**config.mk**
```make
export PLATFORM = sky130hd
export DESIGN_NAME = axis_forwarder
export DESIGN_NICKNAME = d
export VERILOG_FILES = /design/src/rtl/axis_forwarder_pkg.sv /design/src/rtl/fwd_skid_fifo.sv /design/src/rtl/axis_forwarder.sv
export SDC_FILE = /design/constraint.sdc
export NUM_CORES = 1
export LEC_CHECK = 0
export CAP_MARGIN = 10
export CORE_ASPECT_RATIO = 1.2
export CORE_MARGIN = 2
export CORE_UTILIZATION = 51
export CTS_CLUSTER_DIAMETER = 100
export DETAILED_ROUTE_END_ITERATION = 16
export HOLD_SLACK_MARGIN = 0.02
export PLACE_DENSITY = 0.81
export SLEW_MARGIN = 10
export SYNTH_ARGS = -nofsm -noshare
export SYNTH_HDL_FRONTEND = slang
export SYNTH_SLANG_ARGS = --single-unit
```
**constraint.sdc**
```tcl
create_clock -name axi_aclk -period 3.17 [get_ports axi_aclk]
set_clock_uncertainty 0.15 [all_clocks]
set_input_delay 0.634 -clock axi_aclk [delete_from_list [all_inputs] [get_ports axi_aclk]]
set_output_delay 0.634 -clock axi_aclk [all_outputs]
set_load 0.02 [all_outputs]
```
**src/rtl/axis_forwarder_pkg.sv**
```systemverilog
// Shared constants and FSM encoding for the packet-filter forwarder.
// Defaults track the packetfilt packet memory geometry.
package axis_forwarder_pkg;

    localparam int FWD_PACKET_ADDR_WIDTH = 10;
    localparam int FWD_DATA_WIDTH        = 64;

    // Entries in the return-data FIFO; read credit is measured against this.
    localparam logic [1:0] FWD_FIFO_DEPTH = 2'd2;

    typedef enum logic [2:0] {
        FWD_IDLE   = 3'd0,
        FWD_STREAM = 3'd1,
        FWD_DRAIN  = 3'd2,
        FWD_DONE   = 3'd3,
        FWD_HOLD   = 3'd4
    } fwd_state_t;

    function automatic logic [31:0] fwd_sat_inc(input logic [31:0] v);
        return (v == 32'hFFFF_FFFF) ? v : v + 32'd1;
    endfunction

endpackage

```
**src/rtl/fwd_skid_fifo.sv**
```systemverilog
// Purpose: 2-entry FIFO holding returned packet words plus their last flag.
// Latency: a push is visible at the head the cycle after it is written.
// Backpressure: none internally; the producer only pushes when it holds credit.
module fwd_skid_fifo #(
    parameter int WIDTH = 65
) (
    input  logic             clk,
    input  logic             rst_n,
    input  logic             push,
    input  logic [WIDTH-1:0] push_dat,
    input  logic             pop,
    output logic [WIDTH-1:0] head_dat,
    output logic [1:0]       count
);

    logic [WIDTH-1:0] mem0;
    logic [WIDTH-1:0] mem1;
    logic             rd_ptr;
    logic             wr_ptr;

    always_ff @(posedge clk or negedge rst_n) begin
        if (!rst_n) begin
            mem0   <= '0;
            mem1   <= '0;
            rd_ptr <= 1'b0;
            wr_ptr <= 1'b0;
            count  <= 2'd0;
        end else begin
            if (push) begin
                if (wr_ptr) begin
                    mem1 <= push_dat;
                end else begin
                    mem0 <= push_dat;
                end
                wr_ptr <= ~wr_ptr;
            end
            if (pop) begin
                rd_ptr <= ~rd_ptr;
            end
            case ({push, pop})
                2'b10:   count <= count + 2'd1;
                2'b01:   count <= count - 2'd1;
                default: count <= count;
            endcase
        end
    end

    assign head_dat = rd_ptr ? mem1 : mem0;

endmodule

```
**src/rtl/axis_forwarder.sv**
```systemverilog
// Purpose: streams an accepted packet from packet memory as 64-bit AXIS, then pulses forwarder_done.
// Latency: memory read 1 cycle, FIFO 1 cycle; 1 beat/cycle sustained. Optional FORWARDER_STATS_EN adds counters.
// Backpressure: reads issue only with FIFO credit; head beat held stable while tvalid & !tready.
module axis_forwarder
    import axis_forwarder_pkg::*;
#(
    parameter int PACKET_ADDR_WIDTH = FWD_PACKET_ADDR_WIDTH,
    parameter int DATA_WIDTH        = FWD_DATA_WIDTH
) (
    input  logic                         axi_aclk,
    input  logic                         axi_aresetn,
    input  logic                         ready_for_forwarder,
    input  logic [PACKET_ADDR_WIDTH-1:0] len_to_forwarder,
    output logic [PACKET_ADDR_WIDTH-1:0] forwarder_rd_addr,
    output logic                         forwarder_rd_en,
    input  logic [DATA_WIDTH-1:0]        forwarder_rd_data,
    output logic                         forwarder_done,
    output logic [DATA_WIDTH-1:0]        m_axis_tdata,
    output logic [DATA_WIDTH/8-1:0]      m_axis_tkeep,
    output logic                         m_axis_tlast,
    output logic                         m_axis_tvalid,
    input  logic                         m_axis_tready
`ifdef FORWARDER_STATS_EN
    ,
    output logic [31:0]                  stat_packets_sent,
    output logic [31:0]                  stat_stall_cycles
`endif
);

    localparam logic [PACKET_ADDR_WIDTH-1:0] ADDR_ONE = 1;

    fwd_state_t                   state;
    logic [PACKET_ADDR_WIDTH-1:0] len_q;
    logic                         inflight;
    logic                         inflight_last;
    logic [1:0]                   fifo_count;
    logic [1:0]                   occ_after;
    logic [DATA_WIDTH:0]          head_dat;
    logic                         pop;
    logic                         last_addr_hit;

    assign pop           = m_axis_tvalid & m_axis_tready;
    assign last_addr_hit = (forwarder_rd_addr == (len_q - ADDR_ONE));

    // Occupancy after this cycle's pop, counting the word still on its way back from memory.
    assign occ_after       = fifo_count + {1'b0, inflight} - {1'b0, pop};
    assign forwarder_rd_en = (state == FWD_STREAM) && (occ_after < FWD_FIFO_DEPTH);

    always_ff @(posedge axi_aclk or negedge axi_aresetn) begin
        if (!axi_aresetn) begin
            state             <= FWD_IDLE;
            len_q             <= '0;
            forwarder_rd_addr <= '0;
            forwarder_done    <= 1'b0;
            inflight          <= 1'b0;
            inflight_last     <= 1'b0;
        end else begin
            inflight       <= forwarder_rd_en;
            inflight_last  <= forwarder_rd_en & last_addr_hit;
            forwarder_done <= 1'b0;
            case (state)
                FWD_IDLE: begin
                    if (ready_for_forwarder) begin
                        len_q             <= len_to_forwarder;
                        forwarder_rd_addr <= '0;
                        if (len_to_forwarder == '0) begin
                            state          <= FWD_DONE;
                            forwarder_done <= 1'b1;
                        end else begin
                            state <= FWD_STREAM;
                        end
                    end
                end
                FWD_STREAM: begin
                    if (forwarder_rd_en) begin
                        // Address parks on len-1 so it never runs past the packet.
                        if (last_addr_hit) begin
                            state <= FWD_DRAIN;
                        end else begin
                            forwarder_rd_addr <= forwarder_rd_addr + ADDR_ONE;
                        end
                    end
                end
                FWD_DRAIN: begin
                    if (pop && m_axis_tlast) begin
                        state          <= FWD_DONE;
                        forwarder_done <= 1'b1;
                    end
                end
                FWD_DONE: begin
                    state <= FWD_HOLD;
                end
                FWD_HOLD: begin
                    state <= FWD_IDLE;
                end
                default: begin
                    state <= FWD_IDLE;
                end
            endcase
        end
    end

    fwd_skid_fifo #(
        .WIDTH (DATA_WIDTH + 1)
    ) u_fifo (
        .clk      (axi_aclk),
        .rst_n    (axi_aresetn),
        .push     (inflight),
        .push_dat ({inflight_last, forwarder_rd_data}),
        .pop      (pop),
        .head_dat (head_dat),
        .count    (fifo_count)
    );

    assign m_axis_tvalid = (fifo_count != 2'd0);
    assign m_axis_tdata  = head_dat[DATA_WIDTH-1:0];
    assign m_axis_tlast  = head_dat[DATA_WIDTH] & m_axis_tvalid;
    assign m_axis_tkeep  = '1;

`ifdef FORWARDER_STATS_EN
    always_ff @(posedge axi_aclk or negedge axi_aresetn) begin
        if (!axi_aresetn) begin
            stat_packets_sent <= 32'd0;
            stat_stall_cycles <= 32'd0;
        end else begin
            if (forwarder_done) begin
                stat_packets_sent <= fwd_sat_inc(stat_packets_sent);
            end
            if (m_axis_tvalid && !m_axis_tready) begin
                stat_stall_cycles <= fwd_sat_inc(stat_stall_cycles);
            end
        end
    end
`endif

endmodule

```
==> flow_summary.ini, run 1 <==
[global_route]
antenna_found_initial = 0
grt_max_degree = 75
grt_pass1_wl_mm = 26.9
grtUsageTotal_pct = 22.4
grt_overflow = 0
grt_pass1_vias = 5491

[drt]
wl_per_cell_um = 18.3
wl_mm = 16.6
antenna_left = 0
drc = 0
drt_iter0_markers = 230
dr.pass1.iters = 6
via_count = 4999
drt-vias-per-instance = 5.51

[synth]
synthArstFlopShare_pct = 100
ys_warn_count = 0
yosysSeqAreaShare_pct = 53.9
synth_edf_count = 0
syn_area_per_cell_sq_um = 13.3
synthCells = 557
ys_types = 48
synth_area_sq_um = 7420
synth-main-ff-cell = dfrtp_1
ys_seq_elements = 160

[cells_and_area]
layout-drive-gt1-share_pct = 35.5
n_antenna_cell = 0
fin_util_pct = 68.5
layoutNonFillerInstCount = 907
final_nets = 801
areaGrowthSynthToFinish_pct = 32.0
fill_cells = 1048

[sta]
worstMarginPinSlew_ns = 0.709
setup_viol = 0
rsz0062_at_grt = no
clock.fmax_mhz = 338
relSlewSlack_pct = 52.6
worst_slack_ns = 0.215
hold_viol = 0
maxSlewViolCount = 0
fin_crit_sh_pct = 93.2
period_minus_slack_ns = 2.95

[clocking]
clock_path_buffers = 2
clock_latency_ns = 0.42
cts_tree = done
clk_pin_slew_ns = 0.06
post_cts_buffers = 0
root_buffer = clkbuf_16
numCtsBuffers = 17
holdBufCountCts = 0
h-tree-depth = 4
cts_sinks = 160

[die]
pin_count = 164
dieArea_sq_um = 15500
start_util_pct = 51.9
die_height_um = 136
chipWidth_um = 114
core_area_sq_um = 14300
num_rows = 48

[placement]
place_congestion = 0.787
place_ws_ns = -0.124
placedCellCount = 875
port_buffers = 155
hpwl_mm = 11.5

[worst_setup_path]
cp_max_fo = 30
crit_type = flip-flop to output port
arrival_ns = 2.17
cp-start-kind = flip-flop
worstSetupEndpointType = output port
crit_required_ns = 2.39

[status]
outcome = finished, final reports clean

[power_and_ir_drop]
vdd_drop_max_mv = 0.633
powerDensity_nw_per_um2 = 1140
p_leak_uw = 0.00414

[flow_run]
drv_cap = 0

[hold_path]
worstHoldPathType = input pin to async pin
==> metrics by stage <==
step / total power, uW / hold WS [ns] / area [sq um] / TNS, ns
final: 11200 / 0.0820 / 9800 / 0
after global routing: 11800 / 0.130 / 9800 / 0
after CTS: 11300 / 0.0950 / 9800 / 0
after detailed placement: 9270 / 0.337 / 9230 / -0.184
after global placement: 9000 / 0.330 / 9230 / -0.107
after floorplan: 7050 / 0.188 / 7450 / 0
==> synthesized netlist by cell type (2+ instances only) <==
library cell,number,area share (%)
mux2_2,194,29
dfrtp_1,160,54
nand2_1,41,2.1
clkbuf_1,22,1.1
nor2_1,15,0.76
inv_1,13,0.66
xnor2_1,10,1.2
xor2_1,10,1.2
buf_4,9,0.91
nand3_1,8,0.54
a21oi_1,7,0.47
and3_1,5,0.42
mux2i_1,5,0.67
ha_1,4,0.67
nor4_1,4,0.34
a31o_2,3,0.35
nand4_1,3,0.25
nor3_1,3,0.20
o21a_1,3,0.30
o21ai_0,3,0.20
a2111oi_2,2,0.40
a21o_1,2,0.20
and2_1,2,0.17
buf_1,2,0.10
nor2b_1,2,0.17
nor3b_1,2,0.20
nor4b_1,2,0.24
==> power breakdown <==
group	total, uW	switching, uW	internal [uW]
Clock	1960	846	1110
Sequential	3600	582	3010
Combinational	5600	2540	3060
Total	11200	3970	7190
==> sequential cells by signal, indices dropped and copies added, names as in the netlist, 2 cells and up <==
name               count
u_fifo.mem0           65
state                  3
u_fifo.mem1           65
forwarder_rd_addr     10
len_q                 10
u_fifo.count           2
==> layout make-up <==
cell class	count	area, sq um	area share (%)
repair buffers	170	1710	17.5
inverters	13	48.8	0.498
flip-flops and latches	160	4010	40.9
clock buffers	18	439	4.48
clock inverters	14	136	1.39
multi-input cells	357	3240	33.1
well taps	175	219	2.23
==> kinds of logic after synthesis <==
family	synth area share [%]
adders and majority gates	0.674
other	0.0505
AOI/OAI and AO/OA	4.03
muxes	30.1
xor gates and xnor gates	2.36
DFF	53.9
and+or+nand+nor	5.93
buffers and inverters	2.93
==> cells in the final DEF, fill, tap and decap left out, types with 4 or more instances in the layout <==
cell type	netlist	routed
a21oi_1	7	7
and3_1	5	5
buf_12	0	4
buf_4	9	11
clkbuf_16	0	17
clkdlybuf4s50_1	0	153
clkinv_4	0	7
conb_1	1	8
dfrtp_1	160	159
ha_1	4	4
inv_1	13	13
mux2_2	194	194
mux2i_1	5	5
nand2_1	41	40
nand3_1	8	8
nor2_1	15	14
nor4_1	4	4
xnor2_1	10	10
xor2_1	10	10
==> timing repair <==
item                                   CTS  global route
setup endpoints to repair                1             1
resized for setup                        1             2
pin swaps                                0             0
endpoints found under the hold margin    0             0
cloned                                   0             0
==> layer usage <==
metal	vias to the layer above	GRT usage [%]	wire (um)
met5	-	0	0
met4	0	9.28	393
met3	30	4.86	822
met2	161	39.4	8680
met1	2521	26.5	6670
li1	2287	-	-
==> final timing paths <==
| path | to | startpoint | slack, ns | cells after the start |
|---|---|---|---|---|
| max | m_axis_tdata[35] | u_fifo.rd_ptr | 0.22 | 3 |
| max in group asynchronous | u_fifo.mem1[51] | axi_aresetn | 1.97 | 2 |
| min in group axi_aclk | u_fifo.mem1[34] | u_fifo.mem1[34] | 0.35 | 1 |
| min reg2reg | u_fifo.mem1[34] | u_fifo.mem1[34] | 0.35 | 1 |
| max reg2reg | forwarder_rd_addr[8] | len_q[0] | 0.29 | 9 |
| min | u_fifo.mem1[10] | axi_aresetn | 0.08 | 1 |
==> critical path, stage by stage, from the launching register on <==
cell and delay, ns:
dfrtp_2 0.39, buf_4 0.39, mux2_2 0.40, clkdlybuf4s50_1 0.56
Note: power is estimated with default switching activity, not from simulation.
==> run 2: changes to the inputs <==
CORE_UTILIZATION = 47   (was 51)
CTS_BUF_LIST = sky130_fd_sc_hd__clkbuf_8   (was unset)
PLACE_DENSITY = 0.78   (was 0.81)
RECOVER_POWER = 100   (was unset)
clock period = 2.4 ns   (was 3.17 ns; I/O delays follow)
==> flow_summary.ini, run 2 (synthesized netlist as in run 1, its figures left out) <==
[status]
outcome = finished, violations left
violations = negative setup slack

[cells_and_area]
final_nets = 862
layoutNonFillerInstCount = 1001
areaGrowthSynthToFinish_pct = 42.4
fin_util_pct = 68.1
fill_cells = 1121
layout-drive-gt1-share_pct = 50.4
final_cell_mix = mux2_2 (178), dfrtp_1 (159), clkdlybuf4s50_1 (87)
final_common_cell = mux2_2
reg.largest.list = u_fifo.mem0 x65, u_fifo.mem1 x65
n_antenna_cell = 0

[worst_setup_path]
crit_chain = inv_2, ha_4, or4b_4, o41ai_4, xnor2_1, a32o_2, nand3_4, o21a_1, a2111oi_2
crit_slowest_cell = or4b_4
cp-start-kind = flip-flop
rr_worst_depth = 9
critPathMaxStageDelay_ns = 0.47
rr_endpoint = state[1]
cp_num_buf_inv = 1
cp_max_fo = 6
crit_family = compound AO/OA/AOI/OAI gates
crit_required_ns = 2.59
r2r_setup_slack_ns = -0.24
worstSetupEndpointType = flip-flop
arrival_ns = 2.82
crit_type = flip-flop to flip-flop
r2r-start = len_q[1]

[drt]
drt-vias-per-instance = 5.33
drc = 0
antenna_left = 0
dr.pass1.iters = 4
wl_per_cell_um = 19.2
drt_iter0_markers = 299
via_count = 5339
wl_mm = 19.3

[sta]
fin_crit_sh_pct = 110
hold_viol = 0
worst_slack_ns = -0.236
maxSlewViolCount = 0
holdWs_ns = 0.358
worstMarginPinSlew_ns = 1.36
clock.fmax_mhz = 379
rsz0062_at_grt = yes
period_minus_slack_ns = 2.64
relSlewSlack_pct = 9.28
setup_viol = 29

[global_route]
grt_pass1_vias = 5746
grt_max_degree = 56
antenna_found_initial = 0
grtUsageTotal_pct = 22.5
grt_overflow = 0
grt_pass1_wl_mm = 29.7

[placement]
place_congestion = 0.932
port_buffers = 155
placedCellCount = 936
hpwl_mm = 12.2

[hold_path]
min_path_cells = 1
worstHoldStart = u_fifo.mem1[61]
worstHoldPathType = flip-flop to flip-flop
worstHoldEndpoint = u_fifo.mem1[61]

[die]
num_rows = 50
chipWidth_um = 119
die_height_um = 142
dieArea_sq_um = 16800
start_util_pct = 47.9
core_area_sq_um = 15500
pin_count = 164

[clocking]
cts_tree = done
cts_sinks = 160
h-tree-depth = 4
root_buffer = clkbuf_8
clock_path_buffers = 2
clock_latency_ns = 0.46
clk_pin_slew_ns = 0.09
numCtsBuffers = 17

[power_and_ir_drop]
clkPwrFrac_pct = 11.7
combPwrFrac_pct = 58.8
p_leak_uw = 0.00464
p_total_uw = 16000
power_switching_uw = 5980
vdd_drop_max_mv = 0.635
internal-power_uw = 10000
seq_power_share_pct = 29.5
powerDensity_nw_per_um2 = 1510
swShare_pct = 37.4

[flow_run]
drv_cap = 0
-- run 2: changes by cell type in the layout (fill, tap and decap cells not counted), sizes merged --
cell	change
buf	+105
bufinv	-1
clkbuf	+14
clkdlybuf4s50	-66
clkinv	-5
clkinvlp	+2
dlygate4sd2	+8
dlygate4sd3	+1
dlymetal6s2s	+1
inv	+2
-- run 2: how the worst max path moves through the flow --
| stage | from | to | slack, ns | depth (start not counted) |
|---|---|---|---|---|
| finish | len_q[1] | state[1] | -0.24 | 9 |
| global route | u_fifo.count[1] | forwarder_rd_en | -0.30 | 10 |
| CTS | len_q[0] | forwarder_rd_addr[8] | -0.19 | 9 |
| detailed placement | m_axis_tready | forwarder_rd_en | -0.62 | 9 |
| global placement | m_axis_tready | forwarder_rd_en | -0.61 | 9 |
| floorplan | len_q[0] | forwarder_rd_addr[8] | -0.13 | 9 |
-- run 2: metrics by stage --
stage,worst slack (ns),area (sq um),TNS [ns]
3_3_place_gp,-0.615,9540,-4.67
5_1_grt,-0.305,10600,-6.72
2_1_floorplan,-0.128,7480,-0.768
3_5_place_dp,-0.623,9540,-5.36
6_report,-0.236,10600,-2.94
4_1_cts,-0.189,10000,-3.83
-- run 2: metal layers --
metal	share of wire, %	GRT usage [%]	up-vias
met5	0	0	-
met3	4.3	5.83	36
met1	40	26.7	2723
met4	2.6	8.27	0
li1	-	-	2418
met2	53	39.3	162
-- run 2: worst register-to-register path: stages (launching register included) --
cell	delay (ns)
dfrtp_1	0.40
inv_2	0.08
ha_4	0.13
or4b_4	0.47
o41ai_4	0.22
xnor2_1	0.16
a32o_2	0.30
nand3_4	0.15
o21a_1	0.22
a2111oi_2	0.23
-- run 2: cell type report --
class	count	area [sq um]	area share, %
Clock inverter	12	100	0.947
Tap cell	208	260	2.46
Sequential cell	160	4010	37.9
Clock buffer	20	275	2.60
Timing Repair Buffer	231	2410	22.8
Multi-Input combinational cell	357	3470	32.8
Inverter	13	48.8	0.462
-- run 2: power groups by stage --
stage	logic [uW]	registers [uW]	clock network (uW)
after detailed placement	7940	4710	0
final	9400	4720	1870
after global routing	9910	4870	2030
after CTS	8030	4660	1900
after global placement	7750	4570	0
after floorplan	4840	4540	0
-- run 2: timing repair --
item / in CTS / in global routing
hold buffers: 1 / 0
hold endpoints to repair: 50 / 0
gates cloned: 3 / 5
resized for setup: 264 / 140
pin swaps: 11 / 14
setup buffers: 17 / 10
setup endpoints to repair: 79 / 75
